$ cat config.mk
export PLATFORM = sky130hd
export DESIGN_NAME = fir_decim_buffer
export DESIGN_NICKNAME = d
export VERILOG_FILES = /design/src/rtl/fir_decim_buffer.sv
export SDC_FILE = /design/constraint.sdc
export NUM_CORES = 1
export LEC_CHECK = 0
export ABC_AREA = 1
export BUFFER_PORTS_ARGS = -buffer_cell sky130_fd_sc_hd__buf_2
export CAP_MARGIN = 30
export CORE_ASPECT_RATIO = 2
export CORE_UTILIZATION = 45
export DETAILED_ROUTE_END_ITERATION = 8
export PLACE_DENSITY = 0.65
export RECOVER_POWER = 50
export SYNTH_ARGS = -nofsm -noshare
export SYNTH_HDL_FRONTEND = slang
export SYNTH_SLANG_ARGS = --single-unit
$ cat constraint.sdc
create_clock -name clk -period 7.4 [get_ports clk]
set_input_delay 0.74 -clock clk [delete_from_list [all_inputs] [get_ports clk]]
set_output_delay 0.74 -clock clk [all_outputs]
set_load 0.005 [all_outputs]
$ cat src/rtl/fir_decim_buffer.sv
// Post-FIR stage: drops the pipeline-fill samples, decimates by DECIM and
// queues the kept samples in a show-ahead FIFO with a sticky overflow flag.
module fir_decim_buffer #(
  parameter int DATA_W     = 16,
  parameter int DECIM      = 4,
  parameter int SKIP       = 6,
  parameter int FIFO_DEPTH = 8
) (
  input  logic                          clk,
  input  logic                          rst,
  input  logic [DATA_W-1:0]             in_sample_i,
  input  logic                          in_valid_i,
  output logic [DATA_W-1:0]             out_data_o,
  output logic                          out_valid_o,
  input  logic                          out_ready_i,
  output logic [$clog2(FIFO_DEPTH):0]   level_o,
  output logic                          overflow_o,
  input  logic                          clr_ovf_i
);

  localparam int AW = $clog2(FIFO_DEPTH);
  localparam int LW = AW + 1;
  localparam int SW = (SKIP > 0) ? $clog2(SKIP + 1) : 1;
  localparam int PW = (DECIM > 1) ? $clog2(DECIM) : 1;

  logic [SW-1:0]     skip_q, skip_d;
  logic [PW-1:0]     phase_q, phase_d;
  logic [LW-1:0]     wr_q, wr_d;
  logic [LW-1:0]     rd_q, rd_d;
  logic              ovf_q, ovf_d;
  logic [DATA_W-1:0] mem_q [FIFO_DEPTH];

  logic skipDone, keep, full, pop, push, drop;

  assign skipDone    = (skip_q == SW'(SKIP));
  assign keep        = in_valid_i && skipDone && (phase_q == '0);
  assign level_o     = wr_q - rd_q;
  assign full        = (level_o == LW'(FIFO_DEPTH));
  assign out_valid_o = (level_o != '0);
  assign pop         = out_valid_o && out_ready_i;
  // A pop frees the head slot in the same edge, so a full FIFO still accepts.
  assign push        = keep && (!full || pop);
  assign drop        = keep && full && !pop;
  assign out_data_o  = mem_q[rd_q[AW-1:0]];
  assign overflow_o  = ovf_q;

  always_comb begin
    skip_d  = skip_q;
    phase_d = phase_q;
    wr_d    = wr_q;
    rd_d    = rd_q;
    ovf_d   = ovf_q;
    if (in_valid_i) begin
      if (!skipDone) begin
        skip_d = skip_q + SW'(1);
      end else begin
        phase_d = (phase_q == PW'(DECIM - 1)) ? '0 : phase_q + PW'(1);
      end
    end
    if (push) wr_d = wr_q + LW'(1);
    if (pop)  rd_d = rd_q + LW'(1);
    // A drop in the same cycle as a clear keeps the flag set.
    if (drop) begin
      ovf_d = 1'b1;
    end else if (clr_ovf_i) begin
      ovf_d = 1'b0;
    end
  end

  always_ff @(posedge clk or posedge rst) begin
    if (rst) begin
      skip_q  <= '0;
      phase_q <= '0;
      wr_q    <= '0;
      rd_q    <= '0;
      ovf_q   <= 1'b0;
    end else begin
      skip_q  <= skip_d;
      phase_q <= phase_d;
      wr_q    <= wr_d;
      rd_q    <= rd_d;
      ovf_q   <= ovf_d;
    end
  end

  always_ff @(posedge clk or posedge rst) begin
    if (rst) begin
      for (int i = 0; i < FIFO_DEPTH; i++) mem_q[i] <= '0;
    end else if (push) begin
      mem_q[wr_q[AW-1:0]] <= in_sample_i;
    end
  end

endmodule

==> reports/results.txt, run 1 <==
I/O pin cnt -> 43
R2r endpoint -> mem_q[6]
Mapped Cells -> 933
Overflow after GRT -> 0
Min cycle time layout -> 4960 ps
DRT iter0 DRCs -> 661
Port-buffer cells -> 42
FILL cells -> 1617
Worst-path fanout max -> 61
Worst clock skew -> 10.3 ps
Cell area power density -> 366 nW/um^2
Reg-to-reg setup timing slack -> 2440 ps
Total power -> 2.99 mW
Antenna diodes -> 0
Hold path start -> mem_q[43]
Nets -> 959
TritonCTS Buffers -> 17
Drt pass-1 iters -> 6
Syn Area/Cell -> 7.84 sq um
Largest net degree at the start of global routing -> 86
Die height -> 182 microns
First-pass GRT wire length -> 35.7 mm
Delay-heaviest family, CP -> buffers and inverters
Routed WL per cell -> 19.7 microns
Asr flop ratio synth -> 100%
Hold Path Cell Cnt -> 2
Hold crit path type -> reg2reg
GRT Total Usage -> 28.1%
Clk root buf -> clkbuf_16
Post-synth cell types -> 25
Post-synthesis sequential area ratio -> 48.6%
Primary FF master, synth -> dfrtp_1
Maximum clock rate -> 202 MHz
DR vias/cell -> 5.98
Hold Buf Count CTS -> 0
GPL Wtd Cong -> 0.793
R2R depth -> 13
Status -> finished with violations
Final Max Tran Viols -> 70
Synth warnings -> 0
Post-route ant nets -> 0
Syn Std Cell Area -> 7310 sq um
Yosys top cell area share -> 48.6%
DRC -> 0
Syn Nets -> 964
Initial Utilization -> 46.1%
DIE AREA -> 16800 sq um
CP Class -> reg2reg
Crit-path cells -> buf_4 > inv_1 > clkbuf_1 > fa_1 > nor2_1 > nand3_1 > nor2_1 > nand3_4 > buf_4 > buf_4 > nand3_4 > nand2_1 > nand2_1
Crit start category -> flop
Later-pin clock latency in the skew report -> 430 ps
Most frequent CP cell -> buf_4
Worst vdd ir -> 0.209 mV
Hpwl dp -> 13.2 mm
Reg2Reg Launch Point -> rd_q[1]
Final WS setup -> 2440 ps
Yosys reg bits -> 142
Top cells by count, synth -> 340 x nand2_1, 142 x dfrtp_1, 129 x nand4_1
Final period util -> 67.0%
Post-place setup slack -> 3010 ps
Final Hold Violating Endpoints -> 0
Dominant cells by area after synthesis -> dfrtp_1 49%, nand2_1 17%, nand4_1 11%
Vias -> 6818
Clk sink count -> 142
Max_cap viols -> 1
Row count -> 65
Setup bufs post-CTS -> 0
Least-Margin Pin Slew -> 3180 ps
Post-CTS sizing -> 0
RSZ-0062 raised after global routing -> no
Crit path buf inv count -> 5
Largest stage delay, worst path -> 760 ps
Most numerous cell in the Yosys netlist -> nand2_1
Failing checks -> max-capacitance violations, max-slew violations
EDFF count, synth -> 0
Count of final setup violators -> 0
Hold path endpoint -> mem_q[43]
Drt total wl -> 22.5 mm
CTS tree -> built
Slowest CP cell -> clkbuf_1
Core area -> 15900 sq um
Initial antenna violation count -> 0
Number of global-route vias before repair -> 6561
Clock tree buffer depth -> 2
Worst path required time -> 7750 ps
Synth area leader -> dfrtp_1
Sum Neg Setup Slack -> 0 ps
Fraction of layout cells with a size suffix above 1 -> 10.9%
Arrival @ worst endpoint -> 5310 ps
Syn-to-layout area delta -> 11.4%
Die width -> 92.2 microns
CTS HTree Levels -> 4
Reg clk slew, reported paths -> 60 ps
Max_slew headroom -> -113%
Setup crit end kind -> flop
P_leak -> 4.30 nW
-- layer usage --
| metal | vias to the layer above | routed length (microns) | track usage [%] |
|---|---|---|---|
| met5 | - | 0 | 0 |
| li1 | 3143 | - | - |
| met4 | 0 | 1140 | 14.5 |
| met3 | 78 | 1240 | 4.83 |
| met1 | 3360 | 8470 | 32.1 |
| met2 | 237 | 11600 | 49.5 |
-- kinds of logic (layout without fill, tap and decap cells) --
family                   after synthesis  in the layout  share of synthesized area, %
AND/OR/NAND/NOR                      566            566                          34.3
flip-flops                           142            142                          48.6
buffers and inverters                107            114                          7.08
AO/OA/AOI/OAI                        103            103                          7.61
adder cells (fa/ha/maj)               10             10                          1.81
XOR/XNOR                               5              5                         0.599
-- worst max path at each step --
stage	from	to	slack, ps	cells after the start
floorplan	rst	mem_q[0]	2850	1
global placement	rd_q[1]	mem_q[4]	3090	13
detailed placement	rd_q[1]	mem_q[5]	3010	13
CTS	rd_q[1]	mem_q[5]	2990	13
global route	rd_q[1]	mem_q[6]	2210	13
finish	rd_q[1]	mem_q[6]	2440	13
-- where the power goes --
group	leakage [nW]	internal [mW]	switching, mW
registers	1.95	0.876	0.0759
clock network	0.301	0.553	0.327
logic	2.04	0.355	0.799
total	4.30	1.78	1.20
-- worst register-to-register path: stages (launching register included) --
cell	delay, ps
dfrtp_1	350
buf_4	250
inv_1	580
clkbuf_1	760
fa_1	580
nor2_1	110
nand3_1	90
nor2_1	210
nand3_4	580
buf_4	550
buf_4	360
nand3_4	300
nand2_1	100
nand2_1	70
-- metrics by stage --
step | hold slack, ps | util, % | cell area (sq um) | std cells
after floorplan | 437 | - | 7310 | 933
after global placement | 448 | 47.1 | 7470 | 1105
after detailed placement | 453 | 47.4 | 7520 | 1109
after CTS | 445 | 51.3 | 8130 | 1140
after global routing | 477 | 51.4 | 8150 | 1141
final | 465 | 51.4 | 8150 | 1141
-- placed cells by master, fill, tap and decap left out, drive strengths merged --
| cell | n |
|---|---|
| clkinvlp | 2 |
| clkbuf | 22 |
| xnor2 | 3 |
| a21oi | 1 |
| o22ai | 33 |
| dfrtp | 142 |
| bufinv | 3 |
| fa | 1 |
| o21ai | 69 |
| inv | 19 |
| nor2 | 75 |
| xor2 | 2 |
| nand2 | 340 |
| ha | 9 |
| nand4 | 129 |
| clkinv | 8 |
| buf | 60 |
| nand3 | 22 |
-- flip-flops by register name, indices dropped and copies added (netlist names) --
name / flops
phase_q: 2
mem_q: 128
overflow_o: 1
skip_q: 3
wr_q: 4
rd_q: 4
-- area by class of cell --
cell class              count  area (sq um)  share of cell area, %
repair buffers             62           400                   4.91
clock inverters            11           140                   1.72
inverters                  21          82.6                   1.01
multi-input cells         684          3250                   39.9
clock buffers              20           467                   5.73
flip-flops and latches    142          3550                   43.6
well taps                 201           251                   3.09
No activity file was read; power rests on OpenSTA's default activity.
==> run 2: changes to the inputs <==
--- a/config.mk
+++ b/config.mk
@@ -11,7 +11,7 @@
 export CORE_ASPECT_RATIO = 2
 export CORE_UTILIZATION = 45
 export DETAILED_ROUTE_END_ITERATION = 8
-export PLACE_DENSITY = 0.65
+export PLACE_DENSITY = 0.67
 export RECOVER_POWER = 50
 export SYNTH_ARGS = -nofsm -noshare
 export SYNTH_HDL_FRONTEND = slang
==> constraint.sdc (replaced) <==
create_clock -name clk -period 4.4 [get_ports clk]
set_input_delay 0.44 -clock clk [delete_from_list [all_inputs] [get_ports clk]]
set_output_delay 0.44 -clock clk [all_outputs]
set_load 0.005 [all_outputs]
==> run 2 against run 1 <==
The run still ends with max-capacitance violations, max-slew violations left. Count of clock-buffer cells in the layout decreased by 2. Final cell count unchanged. Sequential share of layout area about the same. Via count decreased by 1.0%. Utilization about the same. Combinational power increased by 70%. Cell area about the same. Sequential cell count unchanged. Die area unchanged. Clock skew decreased by 2.4 ps. Critical path depth decreased by 2. Sequential power increased by 65%. Highest routed layer unchanged.
==> reports/results.txt, run 2 (synthesis results as in run 1) <==
Status -> finished with violations
Failing checks -> max-capacitance violations, max-slew violations
CTS tree -> built
DIE AREA -> 16800 sq um (unchanged)
Reg-to-reg setup timing slack -> 920 ps (-1520 ps)
Max_cap viols -> 1 (unchanged)
Total power -> 5.08 mW (+70%)
Placed inst area -> 7520 sq um (about the same)
Core area -> 15900 sq um (unchanged)
Worst-path fanout max -> 40 (-34%)
Worst path required time -> 4760 ps (-2990 ps)
Worst clock skew -> 7.90 ps (-2.43 ps)
Final cell count without fillers -> 1141 (unchanged)
Syn-to-layout area delta -> 11.3% (about the same)
Hpwl dp -> 12.7 mm (-3.6%)
Least-Margin Pin Slew -> 1620 ps (-1560 ps)
RSZ-0062 raised after global routing -> no
Port-buffer cells -> 42 (unchanged)
Later-pin clock latency in the skew report -> 430 ps (about the same)
Largest stage delay, worst path -> 860 ps (+100 ps)
Min cycle time layout -> 3480 ps (-1480 ps)
DR vias/cell -> 5.91 (-1.0%)
Sum Neg Setup Slack -> 0 ps (unchanged)
First-pass GRT wire length -> 36.2 mm (+1.4%)
Cell area after layout -> 8140 sq um (about the same)
Hold slack -> 190 ps (-275 ps)
Register area -> 3550 sq um (unchanged)
Commonest cells after routing, fill and taps aside -> 340 x nand2_1, 141 x dfrtp_1, 129 x nand4_1, 74 x nor2_1, 68 x o21ai_0
Final Max Tran Viols -> 28 (-60%)
Drt total wl -> 22.3 mm (-0.97%)
Post-CTS sizing -> 0 (unchanged)
Overflow after GRT -> 0 (unchanged)
Clock tree buffer depth -> 2 (unchanged)
CP Class -> reg2reg
Max_slew headroom -> -8.17% (+100 points)
GRT Total Usage -> 28.2% (+0.13 points)
Post-route ant nets -> 0 (unchanged)
Row count -> 65 (unchanged)
Slowest CP cell -> nand3_1
Worst vdd ir -> 0.380 mV (+82%)
Setup crit end kind -> flop
Final period util -> 79.0% (+12 points)
Vias -> 6748 (-1.0%)
Largest net degree at the start of global routing -> 103 (+20%)
Nets -> 958 (-0.10%)
Arrival @ worst endpoint -> 3840 ps (-1470 ps)
GPL Wtd Cong -> 0.801 (+1.0%)
DRT iter0 DRCs -> 715 (+8.2%)
Cell area power density -> 625 nW/um^2 (+70%)
Reg2Reg Launch Point -> wr_q[0]
Multi-input combinational cell area -> 3250 sq um (unchanged)
Post-place setup slack -> 1110 ps (-1900 ps)
Largest register FFs -> 128 (unchanged)
Reg clk slew, reported paths -> 60 ps (about the same)
Final WS setup -> 923 ps (-1520 ps)
Count of final setup violators -> 0 (unchanged)
Hold crit path type -> in2async
FILL cells -> 1554 (-3.9%)
Cell Count Post-Placement -> 1109 (unchanged)
Commonest non-fill, non-tap cell in the layout -> nand2_1
Routed WL per cell -> 19.5 microns (-0.97%)
Crit-path cells -> inv_1 > ha_1 > inv_1 > fa_1 > nor2_1 > nand3_1 > nor2_1 > nand3_4 > nand3_1 > nand2_1 > nand2_1
DRC -> 0 (unchanged)
P_leak -> 4.29 nW (-0.16%)
Setup bufs post-CTS -> 0 (unchanged)
DR WL met3 -> 1.24 mm (+0.16%)
I/O pin cnt -> 43 (unchanged)
Number of global-route vias before repair -> 6777 (+3.3%)
Met1 WL -> 8.71 mm (+2.7%)
Clk root buf -> clkbuf_16
Final Hold Violating Endpoints -> 0 (unchanged)
Initial antenna violation count -> 0 (unchanged)
CTS HTree Levels -> 4 (unchanged)
R2r endpoint -> mem_q[92]
Clk sink count -> 142 (unchanged)
Drt pass-1 iters -> 7 (+1)
TritonCTS Buffers -> 17 (unchanged)
Hold Buf Count CTS -> 0 (unchanged)
Crit start category -> flop
DR top layer -> met4
Largest regs -> mem_q: 128 flops, rd_q: 4 flops, wr_q: 4 flops
Largest reg by FF count -> mem_q
Die width -> 92.2 microns (unchanged)
Antenna diodes -> 0 (unchanged)
Met2 routed WL -> 11.4 mm (-2.2%)
Fraction of layout cells with a size suffix above 1 -> 10.6% (-0.21 points)
R2R depth -> 11 (-2)
Die height -> 182 microns (unchanged)
Maximum clock rate -> 288 MHz (+43%)
Initial Utilization -> 46.1% (unchanged)
Final core occ -> 51.3% (about the same)
-- run 2: cell types whose count changed in the layout (fill, tap and decap cells not counted), moves of 2 or more --
| cell | change |
|---|---|
| clkinvlp_4 | +2 |
| clkbuf_8 | -2 |
| inv_6 | +3 |
| buf_8 | -2 |
-- run 2: critical path: cells and delay by family, from the launching register on --
| family | cells | cell delay [ps] |
|---|---|---|
| flops | 1 | 460 |
| simple gates | 7 | 2000 |
| buf+inv | 2 | 250 |
| fa+ha+maj | 2 | 680 |
-- run 2: worst max-delay path by stage --
| stage | start | depth (start not counted) | slack [ps] | end |
|---|---|---|---|---|
| finish | wr_q[0] | 11 | 920 | mem_q[92] |
| global route | wr_q[0] | 11 | 630 | mem_q[78] |
| CTS | wr_q[0] | 11 | 1090 | mem_q[92] |
| detailed placement | wr_q[0] | 11 | 1110 | mem_q[113] |
| global placement | wr_q[0] | 11 | 1190 | mem_q[119] |
| floorplan | rst | 1 | 150 | mem_q[0] |
-- run 2: cell type report --
class | instances | share of cell area, %
Clock buffer | 18 | 5.40
Clock inverter | 14 | 2.32
Timing Repair Buffer | 61 | 4.53
Multi-Input combinational cell | 684 | 39.9
Tap cell | 201 | 3.09
Sequential cell | 142 | 43.7
Inverter | 21 | 1.06
-- run 2: power breakdown --
group,internal (mW),leakage (nW),total (mW),switching [mW]
clock network,0.963,0.302,1.55,0.591
logic,0.609,2.03,1.96,1.35
registers,1.47,1.95,1.57,0.0998
total,3.04,4.29,5.08,2.04
-- run 2: layer usage --
layer	GRT usage [%]	up-vias
li1	-	3130
met1	34.6	3296
met2	47.7	254
met3	4.50	68
met4	13.9	0
met5	0	-
==> run 3: changes to the inputs <==
--- a/config.mk
+++ b/config.mk
@@ -5,13 +5,13 @@
 export SDC_FILE = /design/constraint.sdc
 export NUM_CORES = 1
 export LEC_CHECK = 0
-export ABC_AREA = 1
+export ABC_AREA = 0
 export BUFFER_PORTS_ARGS = -buffer_cell sky130_fd_sc_hd__buf_2
 export CAP_MARGIN = 30
 export CORE_ASPECT_RATIO = 2
 export CORE_UTILIZATION = 45
 export DETAILED_ROUTE_END_ITERATION = 8
-export PLACE_DENSITY = 0.67
+export PLACE_DENSITY = 0.65
 export RECOVER_POWER = 50
 export SYNTH_ARGS = -nofsm -noshare
 export SYNTH_HDL_FRONTEND = slang
==> constraint.sdc (replaced) <==
create_clock -name clk -period 3.2 [get_ports clk]
set_input_delay 0.32 -clock clk [delete_from_list [all_inputs] [get_ports clk]]
set_output_delay 0.32 -clock clk [all_outputs]
set_load 0.005 [all_outputs]
==> run 3 against run 2 <==
The run still ends with max-capacitance violations, max-slew violations left. Sequential cell count unchanged. Non-clock buffer count increased by 1. Final cell count decreased by 34%. Via count decreased by 30%. Area after synthesis decreased by 8.1%. Total power increased by 34%. Combinational power increased by 20%. Synthesized cell count decreased by 45%. Sequential power increased by 59%. Critical path depth decreased by 1. Cell area decreased by 5.6%. Critical endpoint is now mem_q[2]. Largest cell class unchanged. Highest routed layer unchanged.
==> reports/results.txt, run 3 <==
Status -> finished with violations
Failing checks -> max-capacitance violations, max-slew violations
Number of global-route vias before repair -> 5100 (-25%)
Routed WL per cell -> 23.7 microns (+21%)
Worst-path fanout max -> 22 (-45%)
Nets -> 579 (-40%)
EDFF count, synth -> 0 (unchanged)
Top cells by count, synth -> 142 x dfrtp_1, 128 x o2bb2ai_1, 58 x nand2_1
Min cycle time layout -> 2910 ps (-567 ps)
Largest regs -> mem_q: 128 flops, rd_q: 4 flops, wr_q: 4 flops
Largest net degree at the start of global routing -> 68 (-34%)
Crit-path cells -> inv_1 > ha_1 > inv_1 > fa_1 > or2b_2 > nor3_1 > o21ai_4 > buf_4 > nand3_1 > o2bb2ai_1
Worst vdd ir -> 0.368 mV (-2.9%)
DRC -> 0 (unchanged)
Final WS setup -> 289 ps (-633 ps)
Initial Utilization -> 46.3% (+0.21 points)
Largest register FFs -> 128 (unchanged)
Mapped Cells -> 509 (-45%)
Worst path required time -> 3490 ps (-1270 ps)
Commonest cells after routing, fill and taps aside -> 141 x dfrtp_1, 128 x o2bb2ai_1, 58 x nand2_1, 38 x buf_2, 32 x mux4_2
Maximum clock rate -> 344 MHz (+19%)
Vias -> 4690 (-30%)
Later-pin clock latency in the skew report -> 420 ps (about the same)
CP Class -> reg2reg
Syn Std Cell Area -> 6720 sq um (-8.1%)
Dominant cells by area after synthesis -> dfrtp_1 53%, o2bb2ai_1 17%, mux4_2 11%
I/O pin cnt -> 43 (unchanged)
Port-buffer cells -> 42 (unchanged)
Worst setup startpoint -> wr_q[0]
Row count -> 62 (-4.6%)
Syn Area/Cell -> 13.2 sq um (+68%)
Hold crit path type -> in2reg
Met2 routed WL -> 9.55 mm (-16%)
GRT Total Usage -> 25.8% (-2.4 points)
Met1 WL -> 6.75 mm (-23%)
Initial antenna violation count -> 0 (unchanged)
Cell area power density -> 884 nW/um^2 (+42%)
First-pass GRT wire length -> 29.1 mm (-20%)
Final cell count without fillers -> 753 (-34%)
Final Max Tran Viols -> 68 (+140%)
Yosys top cell area share -> 52.9% (+4.3 points)
R2R depth -> 10 (-1)
Syn-to-layout area delta -> 14.4%
Final Hold Violating Endpoints -> 0 (unchanged)
Die height -> 175 microns (-4.1%)
GPL Wtd Cong -> 0.857 (+6.9%)
Core area -> 14500 sq um (-8.5%)
Yosys reg bits -> 142 (unchanged)
Hold Path Cell Cnt -> 2
Least-Margin Pin Slew -> 1670 ps (+49.6 ps)
Hpwl dp -> 11.1 mm (-13%)
Asr flop ratio synth -> 100% (unchanged)
Cell Count Post-Placement -> 721 (-35%)
Synth warnings -> 0 (unchanged)
Final period util -> 91.0% (+12 points)
DR vias/cell -> 6.23 (+5.3%)
Clk root buf -> clkbuf_16
Clk sink count -> 142 (unchanged)
Primary FF master, synth -> dfrtp_1
Post-synth cell types -> 35 (+40%)
Synth area leader -> dfrtp_1
Count of final setup violators -> 0 (unchanged)
Most numerous cell in the Yosys netlist -> dfrtp_1
Drt pass-1 iters -> 6 (-1)
Post-route ant nets -> 0 (unchanged)
Sum Neg Setup Slack -> 0 ps (unchanged)
DRT iter0 DRCs -> 387 (-46%)
DR WL met3 -> 966 microns (-22%)
Post-place setup slack -> 309 ps (-802 ps)
Max_slew headroom -> -11.5% (-3.3 points)
Reg clk slew, reported paths -> 60 ps (about the same)
Worst clock skew -> 7.76 ps (-0.133 ps)
Max_cap viols -> 1 (unchanged)
CTS HTree Levels -> 4 (unchanged)
Arrival @ worst endpoint -> 3200 ps (-640 ps)
Syn Nets -> 540 (-44%)
Setup bufs post-CTS -> 0 (unchanged)
CTS tree -> built
R2r endpoint -> mem_q[2]
Post-CTS sizing -> 0 (unchanged)
Final core occ -> 53.0% (+1.7 points)
DIE AREA -> 15500 sq um (-8.0%)
Largest stage delay, worst path -> 460 ps (-400 ps)
Worst Setup EP -> mem_q[2]
Crit start category -> flop
Setup crit end kind -> flop
Overflow after GRT -> 0 (unchanged)
Reg2Reg Launch Point -> wr_q[0]
Reg-to-reg setup timing slack -> 290 ps (-630 ps)
Drt total wl -> 17.8 mm (-20%)
TritonCTS Buffers -> 17 (unchanged)
Die width -> 88.4 microns (-4.0%)
RSZ-0062 raised after global routing -> no
Slowest CP cell -> fa_1
DR top layer -> met4
Most frequent CP cell -> inv_1
Clock tree buffer depth -> 2 (unchanged)
Hold Buf Count CTS -> 0 (unchanged)
Commonest non-fill, non-tap cell in the layout -> dfrtp_1
Largest reg by FF count -> mem_q
Post-synthesis sequential area ratio -> 52.9% (+4.3 points)
Antenna diodes -> 0 (unchanged)
Fraction of layout cells with a size suffix above 1 -> 27.3% (+17 points)
P_leak -> 3.26 nW (-24%)
## run 3: cell count changes after synthesis, sizes merged, moves of 16 or more
cell     before  now
clkbuf       52   23
o22ai        33    1
o21ai        69    4
o2bb2ai       0  128
nand3        22   38
nor2         75    8
mux4          0   32
nand2       340   58
nand4       129    4
## run 3: area by class of cell
class,count,area (sq um)
Timing Repair Buffer,62,370
Tap cell,192,240
Multi-Input combinational cell,314,2900
Sequential cell,142,3550
Inverter,11,42.5
Fill cell,1279,6820
Clock buffer,18,439
Clock inverter,14,144
## run 3: metal layers
| layer | global-route usage, % | vias up |
|---|---|---|
| met2 | 43.0 | 185 |
| li1 | - | 2038 |
| met1 | 32.4 | 2430 |
| met4 | 11.4 | 0 |
| met3 | 4.20 | 37 |
| met5 | 0 | - |
## run 3: cell families (layout without fill, tap and decap cells)
logic type,count (synthesis),in the layout,synth area share (%)
flops,142,142,52.9
mux,35,35,11.2
simple gates,120,120,10.8
xor+xnor,9,9,1.17
buf+inv,53,105,4.24
fa+ha+maj,10,10,1.97
compound gates,140,140,17.7
## run 3: how the worst min path moves through the flow
stage / slack [ps] / from / end
global route: 110 / clr_ovf_i / overflow_o
detailed placement: 470 / rst / mem_q[66]
finish: 110 / clr_ovf_i / overflow_o
global placement: 460 / rst / mem_q[114]
floorplan: 430 / clr_ovf_i / overflow_o
CTS: 30 / rst / mem_q[66]
## run 3: report_power, final
group          total [mW]  switching, mW  internal (mW)
clock network        1.95          0.780           1.17
registers            2.50          0.289           2.21
logic                2.35           1.37          0.983
total                6.80           2.44           4.36
## run 3: critical path: cells and delay by family (launching register included)
kind | cells | cell delay (ps)
simple gates | 3 | 930
buf+inv | 3 | 490
compound gates | 2 | 330
fa+ha+maj | 2 | 630
flops | 1 | 410
## run 3: through the flow
stage	hold slack, ps	instance area [sq um]	power (mW)
global placement	458	7130	4.80
floorplan	429	6730	4.19
global route	114	7690	7.17
detailed placement	469	7130	4.88
CTS	28.5	7720	6.86
finish	105	7690	6.80
